### src/rtl/wb_retire.sv
// wb_retire: write-back / retirement stage.
//
// Execute results enter a small FIFO. The FIFO head is popped every cycle
// the FIFO is not empty, so the stage retires or discards one result per
// cycle.
//
// A popped result is handled in one of two ways:
//   - Its tag matches cur_tag: it retires. The register-bank write and the
//     one-hot release are issued on the next cycle. A retired jump also
//     redirects fetch and advances cur_tag.
//   - Its tag does not match: it is discarded and discard_cnt counts it.
//
// Ports:
//   clk, reset                    clock; asynchronous active-low reset
//   in_valid/in_ready             result handshake (in_ready = FIFO not full)
//   in_tag/in_rd/in_data          result payload: stream tag, dest reg, value
//   in_jump/in_target             taken branch/jump and its target address
//   rf_we/rf_addr/rf_data         register-bank write port
//   release_vec                   one-hot unlock of the retired destination
//   cur_tag                       tag currently accepted for retirement
//   jump_out/new_pc               one-cycle fetch redirect
//   discard_cnt                   saturating count of discarded results
module wb_retire #(
   parameter int DEPTH = 4,
   parameter int TAG_W = 4
) (
   input  logic             clk,
   input  logic             reset,
   input  logic             in_valid,
   output logic             in_ready,
   input  logic [TAG_W-1:0] in_tag,
   input  logic [4:0]       in_rd,
   input  logic [31:0]      in_data,
   input  logic             in_jump,
   input  logic [31:0]      in_target,
   output logic             rf_we,
   output logic [4:0]       rf_addr,
   output logic [31:0]      rf_data,
   output logic [31:0]      release_vec,
   output logic [TAG_W-1:0] cur_tag,
   output logic             jump_out,
   output logic [31:0]      new_pc,
   output logic [15:0]      discard_cnt
);

   localparam int PW = (DEPTH > 1) ? $clog2(DEPTH) : 1;
   localparam logic [PW:0] FULL_CNT = (PW+1)'(DEPTH);

   typedef struct packed {
      logic [TAG_W-1:0] tag;
      logic [4:0]       rd;
      logic [31:0]      data;
      logic             jump;
      logic [31:0]      target;
   } ent_t;

   typedef enum logic {RUN, FLUSH} state_t;

   ent_t          mem [DEPTH];
   logic [PW-1:0] wr_ptr, rd_ptr;
   logic [PW:0]   count;
   logic          push, pop;
   ent_t          head;
   logic          retire, discard, take_jump;
   state_t        state_q, state_d;

   assign in_ready = (count != FULL_CNT);
   // A full FIFO refuses the offer even though a pop frees a slot this
   // cycle; accepting it would need a same-cycle bypass path.
   assign push     = in_valid && in_ready;
   assign pop      = (count != '0);
   assign head     = mem[rd_ptr];

   // ---------------- result FIFO ----------------
   // The storage array is left unreset. Clearing count is enough to make
   // every stale entry unreachable.
   always_ff @(posedge clk) begin
      if (push) mem[wr_ptr] <= '{in_tag, in_rd, in_data, in_jump, in_target};
   end

   // DEPTH is a power of two, so the pointers wrap by plain overflow.
   always_ff @(posedge clk or negedge reset) begin
      if (!reset) begin
         wr_ptr <= '0;
         rd_ptr <= '0;
         count  <= '0;
      end else begin
         if (push) wr_ptr <= wr_ptr + PW'(1);
         if (pop)  rd_ptr <= rd_ptr + PW'(1);
         case ({push, pop})
            2'b10:   count <= count + (PW+1)'(1);
            2'b01:   count <= count - (PW+1)'(1);
            default: count <= count;
         endcase
      end
   end

   // ---------------- retire / flush FSM ----------------
   // cur_tag advances on the same edge that issues the redirect. The next
   // pop is therefore already compared against the new stream tag, and
   // every wrong-path result behind the jump is discarded.
   always_comb begin
      retire    = pop && (head.tag == cur_tag);
      discard   = pop && (head.tag != cur_tag);
      take_jump = retire && head.jump;
      state_d   = state_q;
      case (state_q)
         RUN:   if (take_jump) state_d = FLUSH;
         // A retired jump found while flushing starts a new flush.
         FLUSH: if (retire)    state_d = head.jump ? FLUSH : RUN;
         default:              state_d = RUN;
      endcase
   end

   always_ff @(posedge clk or negedge reset) begin
      if (!reset) state_q <= RUN;
      else        state_q <= state_d;
   end

   // ---------------- registered outputs ----------------
   // rf_addr, rf_data and new_pc keep their last value between events.
   // Only rf_we and jump_out mark when those values are meaningful.
   always_ff @(posedge clk or negedge reset) begin
      if (!reset) begin
         rf_we       <= 1'b0;
         rf_addr     <= '0;
         rf_data     <= '0;
         release_vec <= '0;
         cur_tag     <= '0;
         jump_out    <= 1'b0;
         new_pc      <= '0;
         discard_cnt <= '0;
      end else begin
         // Register 0 is never written, so its retirement releases nothing.
         rf_we       <= retire && (head.rd != 5'd0);
         release_vec <= (retire && head.rd != 5'd0) ? (32'd1 << head.rd) : 32'd0;
         jump_out    <= take_jump;
         if (retire) begin
            rf_addr <= head.rd;
            rf_data <= head.data;
         end
         if (take_jump) begin
            new_pc  <= head.target;
            cur_tag <= cur_tag + TAG_W'(1);
         end
         if (discard && discard_cnt != 16'hFFFF)
            discard_cnt <= discard_cnt + 16'd1;
      end
   end

endmodule
### config.mk
export PLATFORM = sky130hd
export DESIGN_NAME = wb_retire
export DESIGN_NICKNAME = d
export VERILOG_FILES = /design/src/rtl/wb_retire.sv
export SDC_FILE = /design/constraint.sdc
export NUM_CORES = 1
export LEC_CHECK = 0
export CAP_MARGIN = 20
export CELL_PAD_IN_SITES_DETAIL_PLACEMENT = 1
export CELL_PAD_IN_SITES_GLOBAL_PLACEMENT = 1
export CORE_ASPECT_RATIO = 1.2
export CORE_MARGIN = 1.5
export CORE_UTILIZATION = 30
export CTS_CLUSTER_SIZE = 28
export DETAILED_ROUTE_END_ITERATION = 10
export HOLD_SLACK_MARGIN = 0.02
export PLACE_DENSITY_LB_ADDON = 0.1
export SLEW_MARGIN = 15
export SYNTH_ARGS = -nofsm -noshare
export SYNTH_HDL_FRONTEND = slang
export SYNTH_SLANG_ARGS = --single-unit
### constraint.sdc
create_clock -name clk -period 2.7 [get_ports clk]
set_input_delay 0.54 -clock clk [delete_from_list [all_inputs] [get_ports clk]]
set_output_delay 0.54 -clock clk [all_outputs]
set_load 0.01 [all_outputs]
==> run summary <==
critical path startpoint category -> flip-flop
Static Leak -> 7.188 nW
Top FF cell, synth -> edfxtp_1
Least-Margin Pin Slew -> 0.9922 ns
critical path class -> flip-flop to flip-flop
Syn. warnings -> 0
max-cap violation count -> 0
Crit Path Max Fanout -> 8
post-synthesis sequential area ratio -> 76.94%
cts bufs inserted -> 47
Max VDD drop -> 0.5679 mV
Seq pwr share -> 41.8%
clk buf depth -> 3
ANT nets after route -> 0
I/O pins -> 201
post-cts gate resize count -> 0
Cell Area, Placed -> 18,960 um2
vias in the first global route -> 8,809
Die Y -> 254.3 um
Internal -> 15.91 mW
Worst Setup EP -> release_vec[13]$_DFF_PN0_
RSZ-0062 raised after global routing -> no
grt ovf -> 0
fin crit period -> 2.525 ns
most common cell after layout, fill and taps aside -> edfxtp_1
CP max stage delay -> 0.73 ns
status -> finished clean
GPL Wtd Cong -> 0.6889
H-tree levels -> 2
DP HPWL -> 23.20 mm
initial drt markers -> 385
R2R cell count -> 5
Area Overhead vs Synth -> 29.60%
share of cells above drive strength 1 -> 25.26%
CP arrival -> 3.01 ns
core area -> 51,690 um2
top-area cell type share of the netlist area -> 56.32%
Critical Path RT -> 3.19 ns
1st-pass router iterations -> 4
Synth Net Count -> 843
RR Endpoint -> release_vec[13]$_DFF_PN0_
setup_tns -> 0 ns
initial antenna violation count -> 5
Final Hold Viols -> 0
flop2flop setup slack -> 0.17 ns
synth unique cells -> 41
Final Setup Violations -> 0
relative slew slack -> 33.85%
DRC Markers -> 0
first-pass GRT wire length -> 56.65 mm
skew final -> 0.01225 ns
net switching power -> 6.486 mW
largest net degree at the start of global routing -> 56
Syn Std Cell Area -> 15,780 um2
fmax -> 396.0 MHz
Layout Utilization -> 39.57%
DR vias/cell -> 4.547
Hold Slack -> 0.4852 ns
full die area -> 54,000 um2
most frequent cells in the layout -> 296 x edfxtp_1, 199 x clkdlybuf4s50_1, 128 x dfrtp_1
final net count -> 1,095
PortBufs -> 200
Clock Tree Root -> clkbuf_16
worst r2r src -> rd_ptr[0]$_DFFE_PN0P_
CTS tree -> yes
Switching Share -> 28.96%
Comb power frac -> 30.6%
fraction of registers with async set or reset after synthesis -> 30.52%
routed len/inst -> 21.40 um
row count -> 91
synth top area cells -> edfxtp_1 56%, dfrtp_1 21%, mux4_2 11%
Initial Util -> 30.53%
Worst setup EP type -> flip-flop
cell-by-cell trace of the critical path -> mux4_2 > xnor2_1 > nand4_4 > or4b_1 > nor2_1
insertion delay to the later sink of the worst-skew pair -> 0.57 ns
Clock Power Share -> 27.6%
Finished Cell Area -> 20,450 um2
Synth area leader -> edfxtp_1
GRT Overall Usage -> 14.20%
Slowest cell on crit path -> or4b_1
#FFs+latches synth -> 426
vias -> 7,925
CTS Sinks -> 426
Critical Path Source -> rd_ptr[0]$_DFFE_PN0P_
number of flops mapped to enable cells by yosys -> 296
WL final -> 37.30 mm
fin. max-slew vios -> 0
crit share post-route -> 93.53%
Fillers -> 5,082
pwr/cell area -> 1095 nW/um2
Worst Hold Class -> primary input to asynchronous set/reset pin
Cells after Synth -> 758
Syn Area/Cell -> 20.82 um2
Clock transition at path regs -> 0.06 ns
die width -> 212.4 um
[synthesized netlist by cell type (all sizes together) (2+ instances only)]
cell	instances
or2	2
and3	12
ha	7
nor2	40
nor3	4
xnor2	22
nand2b	4
xor2	4
nand4	10
or4b	2
mux2	73
nand2	13
mux4	74
clkbuf	11
edfxtp	296
nor2b	3
and4	3
nand3	13
dfrtp	130
inv	4
buf	20
[worst max-delay path: cells and delay by family, from the launching register on]
family / cells / cell delay (ns)
xor gates and xnor gates: 1 / 0.31
DFF: 1 / 0.49
muxes: 1 / 0.52
and+or+nand+nor: 3 / 1.14
[per-layer routing]
metal  part of all wire (%)  vias up  routed length (um)  track usage [%]
li1                       -     3487                   -                -
met1                     42     4196               15710            17.63
met2                     50      173               18590            24.01
met3                    5.6       61                2079            3.756
met4                    2.3        8                 869            4.721
met5                   0.15        -                  57                0
[power by group through the flow]
stage	sequential (mW)	combinational, mW	clock (mW)
final	9.36	6.85	6.19
after global routing	9.55	7.47	6.61
after CTS	9.40	7.12	6.42
after detailed placement	9.51	7.10	0
after global placement	9.49	7.04	0
after floorplan	9.58	3.73	0
[per-stage QoR]
step	cells	power, mW	worst slack, ns
2_1_floorplan	758	13.31	0.1851
3_3_place_gp	1657	16.53	0.1890
3_5_place_dp	1657	16.60	0.1868
4_1_cts	1742	22.94	0.1625
5_1_grt	1742	23.63	0.06225
6_report	1743	22.40	0.1746
[worst min-delay path by stage]
stage               slack, ns  cells past startpoint                     endpoint
finish                   0.49                      2    release_vec[29]$_DFF_PN0_
global placement         0.49                      1  discard_cnt[10]$_DFFE_PN0P_
floorplan                0.24                      0         count[0]$_DFFE_PN0P_
global route             0.52                      2    release_vec[21]$_DFF_PN0_
detailed placement       0.49                      1   discard_cnt[4]$_DFFE_PN0P_
CTS                      0.48                      2    release_vec[23]$_DFF_PN0_
[timing repair]
action                                 4_1_cts  5_1_grt
setup buffers                                0        0
endpoints found under the hold margin       46        0
hold buffers                                 1        0
[registers in the layout, indices dropped and copies added (netlist names)]
| register | count |
|---|---|
| wr_ptr | 2 |
| count | 3 |
| mem | 296 |
| rf_we | 1 |
| rd_ptr | 2 |
| new_pc | 32 |
| rf_addr | 5 |
| discard_cnt | 16 |
| rf_data | 32 |
| cur_tag | 4 |
| release_vec | 32 |
| jump_out | 1 |
[cell families after synthesis]
| kind of cell | after synthesis | synth area share [%] |
|---|---|---|
| fa+ha+maj | 8 | 0.6818 |
| mux | 147 | 15.77 |
| simple gates | 110 | 3.718 |
| other cells | 1 | 0.02376 |
| buf+inv | 35 | 1.158 |
| xor+xnor | 26 | 1.491 |
| flops | 426 | 76.94 |
| compound gates | 5 | 0.2220 |
[area by class of cell]
class                      count  area (um2)  share of cell area [%]
sequential                   426       12150                   59.40
timing repair buffer         234        2449                   11.97
clock buffer                  68        1336                   6.533
multi-input combinational    297        3485                   17.04
tap                          697       872.1                   4.264
clock inverter                16       145.1                  0.7096
antenna                        1       2.502                 0.01223
inverter                       4       15.01                 0.07341
(Power assumes the default switching activity.)
